--- config.mk ---
export PLATFORM = sky130hd
export DESIGN_NAME = mmio_uart_tx
export DESIGN_NICKNAME = d
export VERILOG_FILES = /design/src/rtl/uart_defines_pkg.sv /design/src/rtl/sync_fifo.sv /design/src/rtl/mmio_uart_tx.sv
export SDC_FILE = /design/constraint.sdc
export NUM_CORES = 1
export LEC_CHECK = 0
export CAP_MARGIN = 10
export CORE_MARGIN = 2
export CORE_UTILIZATION = 38
export CTS_CLUSTER_DIAMETER = 200
export DETAILED_ROUTE_END_ITERATION = 6
export PLACE_DENSITY_LB_ADDON = 0.15
export SLEW_MARGIN = 20
export SYNTH_ARGS = -nofsm -noshare
export SYNTH_HDL_FRONTEND = slang
export SYNTH_SLANG_ARGS = --single-unit
--- constraint.sdc ---
create_clock -name clk -period 2.2 [get_ports clk]
set_input_delay 0.44 -clock clk [delete_from_list [all_inputs] [get_ports clk]]
set_output_delay 0.44 -clock clk [all_outputs]
set_load 0.05 [all_outputs]
--- src/rtl/uart_defines_pkg.sv ---
// Shared definitions for the memory-mapped UART transmitter:
// transmit FSM states, register offsets and STATUS bit positions.
package uart_defines;

    typedef enum logic [2:0] {
        IDLE   = 3'd0,
        START  = 3'd1,
        DATA   = 3'd2,
        PARITY = 3'd3,
        STOP   = 3'd4
    } tx_state_t;

    localparam logic [31:0] OFS_TXDATA = 32'd0;
    localparam logic [31:0] OFS_STATUS = 32'd4;

    localparam int unsigned STAT_FULL     = 0;
    localparam int unsigned STAT_EMPTY    = 1;
    localparam int unsigned STAT_BUSY     = 2;
    localparam int unsigned STAT_OVERFLOW = 3;
    localparam int unsigned STAT_PARITY   = 4;

endpackage

--- src/rtl/sync_fifo.sv ---
// Single-clock FIFO with an occupancy count one bit wider than the
// pointers. Pushes when full and pops when empty are ignored.
module sync_fifo #(
    parameter int unsigned WIDTH = 8,
    parameter int unsigned DEPTH = 4
) (
    input  logic             clk,
    input  logic             rst,
    input  logic             push,
    input  logic             pop,
    input  logic [WIDTH-1:0] din,
    output logic [WIDTH-1:0] dout,
    output logic             full,
    output logic             empty
);

    localparam int unsigned AW = $clog2(DEPTH);
    localparam logic [AW:0] FULL_CNT = (AW + 1)'(DEPTH);

    logic [WIDTH-1:0] mem [DEPTH];
    logic [AW-1:0]    wr_ptr;
    logic [AW-1:0]    rd_ptr;
    logic [AW:0]      count;
    logic             do_push;
    logic             do_pop;

    assign full    = (count == FULL_CNT);
    assign empty   = (count == '0);
    assign do_push = push && !full;
    assign do_pop  = pop && !empty;
    assign dout    = mem[rd_ptr];

    // Storage array; contents need no reset since count gates visibility
    always_ff @(posedge clk) begin
        if (do_push) begin
            mem[wr_ptr] <= din;
        end
    end

    // Pointers wrap naturally (power-of-two depth); count tracks occupancy
    always_ff @(posedge clk or negedge rst) begin
        if (!rst) begin
            wr_ptr <= '0;
            rd_ptr <= '0;
            count  <= '0;
        end else begin
            if (do_push) begin
                wr_ptr <= wr_ptr + 1'b1;
            end
            if (do_pop) begin
                rd_ptr <= rd_ptr + 1'b1;
            end
            case ({do_push, do_pop})
                2'b10:   count <= count + 1'b1;
                2'b01:   count <= count - 1'b1;
                default: count <= count;
            endcase
        end
    end

endmodule

--- src/rtl/mmio_uart_tx.sv ---
// Memory-mapped UART transmitter snooping the store bus.
// TXDATA at BASE_ADDR queues a byte; STATUS at BASE_ADDR+4 reads
// {parity_en, overflow, busy, empty, full}; a store to STATUS clears overflow.
// Optional even parity bit after the data bits: define UART_TX_PARITY_EN.
module mmio_uart_tx
    import uart_defines::*;
#(
    parameter logic [31:0] BASE_ADDR    = 32'h0001_0000,
    parameter int unsigned CLKS_PER_BIT = 16,
    parameter int unsigned FIFO_DEPTH   = 4
) (
    input  logic        clk,
    input  logic        rst,
    input  logic [31:0] write_address,
    input  logic [31:0] write_data,
    input  logic        write_enable,
    input  logic [31:0] read_address,
    output logic [31:0] read_data,
    output logic        read_hit,
    output logic        tx
);

    localparam int unsigned CW = $clog2(CLKS_PER_BIT);
    localparam logic [CW-1:0] BAUD_LAST = CW'(CLKS_PER_BIT - 1);

    tx_state_t   state, state_nxt;
    logic [CW-1:0] baud_cnt, baud_nxt;
    logic [2:0]  bit_idx, bit_nxt;
    logic [7:0]  shift, shift_nxt;
    logic        baud_done;
    logic        txdata_wr;
    logic        status_wr;
    logic        overflow;
    logic        fifo_pop;
    logic        fifo_full;
    logic        fifo_empty;
    logic [7:0]  fifo_dout;
    logic [31:0] status;
    logic [23:0] unused_wdata;

    assign unused_wdata = write_data[31:8];
    assign txdata_wr    = write_enable && (write_address == BASE_ADDR + OFS_TXDATA);
    assign status_wr    = write_enable && (write_address == BASE_ADDR + OFS_STATUS);
    assign baud_done    = (baud_cnt == BAUD_LAST);

    sync_fifo #(
        .WIDTH (8),
        .DEPTH (FIFO_DEPTH)
    ) u_fifo (
        .clk   (clk),
        .rst   (rst),
        .push  (txdata_wr),
        .pop   (fifo_pop),
        .din   (write_data[7:0]),
        .dout  (fifo_dout),
        .full  (fifo_full),
        .empty (fifo_empty)
    );

`ifdef UART_TX_PARITY_EN
    logic parity_bit;

    // Even parity of the byte, captured when it leaves the FIFO
    always_ff @(posedge clk or negedge rst) begin
        if (!rst) begin
            parity_bit <= 1'b0;
        end else if (fifo_pop) begin
            parity_bit <= ^fifo_dout;
        end
    end
`endif

    // Sticky overflow: set by a dropped TXDATA store, cleared by a STATUS store
    always_ff @(posedge clk or negedge rst) begin
        if (!rst) begin
            overflow <= 1'b0;
        end else if (txdata_wr && fifo_full) begin
            overflow <= 1'b1;
        end else if (status_wr) begin
            overflow <= 1'b0;
        end
    end

    // Transmit FSM state, baud counter, bit index and shift register
    always_ff @(posedge clk or negedge rst) begin
        if (!rst) begin
            state    <= IDLE;
            baud_cnt <= '0;
            bit_idx  <= '0;
            shift    <= '0;
        end else begin
            state    <= state_nxt;
            baud_cnt <= baud_nxt;
            bit_idx  <= bit_nxt;
            shift    <= shift_nxt;
        end
    end

    // Next-state, counter reload and serial output per state
    always_comb begin
        state_nxt = state;
        baud_nxt  = baud_cnt + 1'b1;
        bit_nxt   = bit_idx;
        shift_nxt = shift;
        fifo_pop  = 1'b0;
        tx        = 1'b1;
        case (state)
            IDLE: begin
                baud_nxt = '0;
                if (!fifo_empty) begin
                    fifo_pop  = 1'b1;
                    shift_nxt = fifo_dout;
                    state_nxt = START;
                end
            end
            START: begin
                tx = 1'b0;
                if (baud_done) begin
                    baud_nxt  = '0;
                    bit_nxt   = '0;
                    state_nxt = DATA;
                end
            end
            DATA: begin
                tx = shift[0];
                if (baud_done) begin
                    baud_nxt  = '0;
                    shift_nxt = shift >> 1;
                    bit_nxt   = bit_idx + 3'd1;
                    if (bit_idx == 3'd7) begin
`ifdef UART_TX_PARITY_EN
                        state_nxt = PARITY;
`else
                        state_nxt = STOP;
`endif
                    end
                end
            end
`ifdef UART_TX_PARITY_EN
            PARITY: begin
                tx = parity_bit;
                if (baud_done) begin
                    baud_nxt  = '0;
                    state_nxt = STOP;
                end
            end
`endif
            STOP: begin
                if (baud_done) begin
                    baud_nxt  = '0;
                    state_nxt = IDLE;
                end
            end
            default: begin
                baud_nxt  = '0;
                state_nxt = IDLE;
            end
        endcase
    end

    // STATUS word assembly and read-port mux
    always_comb begin
        status                = '0;
        status[STAT_FULL]     = fifo_full;
        status[STAT_EMPTY]    = fifo_empty;
        status[STAT_BUSY]     = (state != IDLE);
        status[STAT_OVERFLOW] = overflow;
`ifdef UART_TX_PARITY_EN
        status[STAT_PARITY]   = 1'b1;
`endif
        read_hit  = (read_address == BASE_ADDR + OFS_STATUS);
        read_data = read_hit ? status : '0;
    end

endmodule

# Word level (Yosys, flattened, before mapping)
# Memories as Yosys holds them, arrays and structs flattened.
# Cells that the tools add are included.
[classes]
eq_ne = 16
n_reduce_logical = 18
muxes = 22
add_sub_neg = 6
[op_table]
columns = ["op", "n"]
rows = [
  ["equality test 32 x 17 -> 1 bit (second input constant)", 3],
  ["2-to-1 mux 3 bit", 6],
  ["2-to-1 mux 8 bit", 2],
  ["one-hot mux 8 bit (2 select lines)", 1],
  ["2-to-1 mux 4 bit", 3],
  ["one-hot mux 3 bit (2 select lines)", 2],
  ["one-hot mux 3 bit (4 select lines)", 1],
  ["!= test 2 bit (second input constant)", 5],
  ["equality test 3 bit (second input constant)", 3],
  ["nonzero test 2 bit", 4],
  ["adder 3 x 1 -> 3 bit (second input constant)", 2],
  ["logical NOT 3 bit", 2],
  ["2-to-1 mux 1 bit", 6],
  ["AND reduction 3 bit", 2],
  ["logical AND 1 bit", 5],
  ["AND reduction 5 bit", 1],
  ["adder 2 x 1 -> 2 bit (second input constant)", 2],
  ["adder 4 x 1 -> 4 bit (second input constant)", 1],
  ["equality test 4 bit (second input constant)", 1],
  ["equality test 3 x 1 -> 1 bit (second input constant)", 1],
  ["equality test 3 x 2 -> 1 bit (second input constant)", 1],
  ["nonzero test 3 bit", 1],
  ["OR reduction 3 bit", 1],
  ["subtractor 3 x 1 -> 3 bit (second input constant)", 1],
  ["4 further kinds", 5],
]
[totals]
mem_count = 1
in_bits = 99
elab_cells = 71
ff_bits = 26
mem_bits_rw = 32
output_inout_bits = 34
[memory_table]
columns = ["name", "depth", "word_bits", "read_ports", "rd_clocked_by_memory_dff", "write_ports", "line_no", "text"]
rows = [
  ["u_fifo.mem", 4, 8, 1, 0, 1, "sync_fifo.sv:20", "logic [WIDTH-1:0] mem [DEPTH];"],
]

# Logic depth before layout (Yosys ltp)
[depth]
ltp_word = 6
mapped_depth = 10
ltp_nobuf = 10

# By module
# Synthesis repeated with hierarchy kept, for this count alone.
[hier_totals]
hier_cells = 230
hier_area_um2 = 2931.6
[modules_own_cells]
columns = ["module", "seq_area_each_um2", "cells_per_inst", "n_inst", "area_per_inst_um2"]
rows = [
  ["sync_fifo", 1136.1, 80, 1, 1584.0],
  ["mmio_uart_tx", 475.5, 150, 1, 1347.5],
]

# Least setup slack after synthesis
# No wires, ideal clock.
[synth_timing]
path_type = "input to register"
startpoint = "in write_address[28]"
endpoint = "reg u_fifo.count[2]"
setup_ps = 125
path_slack_ps = -132
arrival_ps = 2207
t_required_ps = 2075
path_stages = 9
n_path_buf = 0
path_cell_list = "or4b_4 -> nor4_4 -> inv_1 -> ha_1 -> inv_1 -> fa_1 -> xor2_1 -> nor2_1 -> xor2_1"
[synth_between]
elab_chain_len = 5
word_cells_on_any_way = 7
cone_classes = "eq/ne (3); mux (1); reduce/logical (3)"
[synth_rtl]
columns = ["element", "line_no", "text"]
rows = [
  ["from (decl)", "mmio_uart_tx.sv:14", "input logic [31:0] write_address,"],
  ["equality test 32 x 17 -> 1 bit (*)", "mmio_uart_tx.sv:42", "assign txdata_wr = write_enable && (write_address == BASE_ADDR + OFS_TXDATA);"],
  ["logical AND 1 bit (*)", "mmio_uart_tx.sv:42", ""],
  ["logical AND 1 bit (*)", "sync_fifo.sv:29", "assign do_push = push && !full;"],
  ["equality test 2 x 1 -> 1 bit or equality test 2 bit (tied branches)", "sync_fifo.sv:53", "case ({do_push, do_pop})"],
  ["one-hot mux 3 bit (2 select lines) or nonzero test 2 bit (tied branches)", "--", ""],
  ["to (signal assigned)", "sync_fifo.sv:54", "2'b10: count <= count + 1'b1;"],
  ["to (signal assigned)", "sync_fifo.sv:55", "2'b01: count <= count - 1'b1;"],
  ["to (signal assigned)", "sync_fifo.sv:56", "default: count <= count;"],
  ["to (decl)", "sync_fifo.sv:23", "logic [AW:0] count;"],
]
# Every way passes the cells marked *; elsewhere a longest branch is shown, timed or not.
# A chain may end at the register's enable or synchronous reset.

# Worst setup path in the final report
[layout_timing]
startpoint = "in read_address[1]"
endpoint = "out read_data[2]"
[layout_between]
elab_chain_len = 2
[layout_rtl]
columns = ["element", "line_no", "text"]
rows = [
  ["from (decl)", "mmio_uart_tx.sv:17", "input logic [31:0] read_address,"],
  ["equality test 32 x 17 -> 1 bit", "mmio_uart_tx.sv:171", "read_hit = (read_address == BASE_ADDR + OFS_STATUS);"],
  ["2-to-1 mux 4 bit", "mmio_uart_tx.sv:172", "read_data = read_hit ? status : '0;"],
  ["to (decl)", "mmio_uart_tx.sv:18", "output logic [31:0] read_data,"],
]
# No other way between the ends.

==> flow_summary.ini <==
[finish]
area_growth_pct = 43.2
final_area_sq_um = 4200
utilization = 0.552
layout.cells.non_filler = 438
n_antenna_cell = 0
layout.nets = 440
layout-drive-gt1-share = 0.226
nFillCells = 693

[critical_path]
arrival_ns = 1.67
critPathLaunchType = input port
crit_path_max_fanout = 5
cp-end-kind = output pin
worstSetupPathType = input port to output pin
worstPathRequired_ns = 1.76

[synth]
synthArstFlopShare = 0.448
synth-edff-count = 32
yosysSeqAreaShare = 0.550
yosysWarningCount = 0
synth_area_leaders = edfxtp_1 33%, dfrtp_1 22%, buf_4 7.2%
synth_top_flop_cell = edfxtp_1
syn_inst = 234
synth_cell_type_count = 42
yosysMostFrequentCell = edfxtp_1
synthTopCellsByCount = 32 x edfxtp_1, 28 x buf_4, 26 x dfrtp_1, 20 x nor2_1, 14 x a21oi_1
ys_ff_latch = 58
yosysTopAreaCell = edfxtp_1
syn_area_sq_um = 2930
syn_area_per_cell_sq_um = 12.5
synth_top_cell_area_share = 0.328

[clock_network]
cts.clk_slew.worst_paths_ns = 0.06
cts.sinks = 58
root_buffer = clkbuf_8
ctsHtreeMaxLevel = 3
worstSkewPairLatency_ns = 0.32
cts_tree = built
numCtsBuffers = 9
clockBufferDepth = 2
cts.hold.buffers_added = 0

[drt]
drt-total-wl_microns = 5970
vias = 2012
drtPass1Iterations = 4
antenna_left = 0
first_iter_violations = 53
detail_route.wl_per_cell_microns = 13.6
vias_per_cell = 4.59
drc = 0

[sta]
hold_violations = 0
max_freq_ghz = 0.474
max_slew_margin = 0.628
fin_crit_sh = 0.959
rsz0062_at_grt = false
fin_tns_setup_ns = 0
fin_worst_skew_ns = 0.00626
finalSetupViolations = 0
slew_viol_final = 0
worstMarginPinSlew_ns = 0.559
period_minus_slack_ns = 2.11

[placement]
dp_hpwl_microns = 4480
routabilityCongestion = 0.771
placed_cell_area_sq_um = 3910
dp_cells = 420
portBuffers = 80

[grt]
antenna_found_initial = 0
grt_pass1_wl_microns = 9900
grt_overflow = 0
track_usage = 0.153
grt_max_degree = 27
grt_pass1_vias = 2087

[die]
die_w_microns = 91.8
core-area_sq_um = 7610
num_rows = 32
io_pins = 133
dieArea_sq_um = 8430
initial_core_util = 0.385
die_y_microns = 91.8

[min_path]
holdCritPathClass = flop to flop

[power_and_ir_drop]
vdd_drop_max_uv = 555
leakagePower_uw = 0.00189
powerDensity_nw_per_um2 = 521

[run_status]
outcome = finished, final reports clean

[run]
max_cap_viol_count = 0
## worst max-delay path, cell delays in order
cell	delay, ns
dlygate4sd2_1	0.23
nor4_1	0.27
nand4_1	0.15
or2_4	0.31
nor2_4	0.12
buf_12	0.14
## registers in the layout, summed over array words and instances (netlist names)
signal,count
overflow,1
bit_idx,3
u_fifo.wr_ptr,2
baud_cnt,4
u_fifo.mem,32
state,3
u_fifo.count,3
u_fifo.rd_ptr,2
shift,8
## stage by stage
stage | setup WS [ns] | hold WS [ns] | power (uW)
floorplan | -0.0491 | 0.144 | 1320
global placement | -0.411 | 0.467 | 1440
detailed placement | -0.438 | 0.475 | 1440
CTS | 0.00554 | 0.481 | 2220
global route | 0.000955 | 0.502 | 2290
finish | 0.0912 | 0.483 | 2190
## cell families after synthesis
logic type | after synthesis | share of synthesized area
adder cells (fa/ha/maj) | 9 | 0.0410
XOR/XNOR | 8 | 0.0239
buffers and inverters | 47 | 0.0977
multiplexers | 18 | 0.0973
flip-flops | 58 | 0.550
AND/OR/NAND/NOR | 69 | 0.140
AO/OA/AOI/OAI | 24 | 0.0491
other | 1 | 0.00128
## final timing paths
kind                                 startpoint         endpoint  slack, ns  depth (start not counted)
worst max-delay path            read_address[1]     read_data[2]       0.09                          6
worst min-delay path            u_fifo.count[2]  u_fifo.count[2]       0.48                          1
worst max register to register  u_fifo.count[0]  u_fifo.count[2]       0.16                          9
worst min register to register  u_fifo.count[2]  u_fifo.count[2]       0.48                          1
max in group asynchronous                   rst       bit_idx[2]       1.44                          2
min in group asynchronous                   rst      baud_cnt[3]       0.49                          2
## report_power, final
group	total, uW	leakage, uW	switching, uW	internal (uW)
combinational	249	0.00120	153	96.5
clock	791	0.0000806	398	393
sequential	1150	0.000606	0.00000118	1150
## timing repair
action / in CTS / in global routing
resized for setup: 54 / 32
pin swaps: 23 / 19
cloned: 0 / 0
endpoints found under the setup margin: 7 / 7
setup buffers: 2 / 1
hold endpoints to repair: 0 / 0
## metal layers
layer	track usage	vias up	part of all wire
met5	0	-	0
met4	0.0435	0	0.0065
met3	0.0501	4	0.038
met2	0.263	44	0.54
met1	0.184	975	0.41
li1	-	989	-
## cells in the final DEF (no fill, tap or decap), drive strengths merged, types with 2 or more instances in the layout
cell type	Yosys	routed
inv	11	11
mux4	8	8
nand4	4	4
mux2i	9	9
clkinvlp	0	2
dlymetal6s2s	0	19
clkinv	0	4
a31oi	2	2
nand4b	2	2
xor2	3	3
nor2	20	20
nand2	5	5
dlygate4sd2	0	34
a21oi	14	14
o2bb2ai	3	3
clkdlybuf4s15	0	4
xnor2	5	5
nor2b	4	4
conb	1	28
and2	5	5
nor4b	3	3
ha	8	8
buf	32	22
nor4	13	13
clkdlybuf4s50	0	16
edfxtp	32	32
nor3	3	3
dfrtp	26	26
clkbuf	4	10
o21ai	2	2
## final cells by class
cell class | instances | area (sq um) | area share
Clock buffer | 9 | 124 | 0.0295
Clock inverter | 6 | 35.0 | 0.00834
Inverter | 11 | 41.3 | 0.00983
Multi-Input combinational cell | 156 | 1280 | 0.305
Sequential cell | 58 | 1610 | 0.384
Tap cell | 102 | 128 | 0.0304
Timing Repair Buffer | 96 | 981 | 0.234
Power figures use the tool's default switching activity.
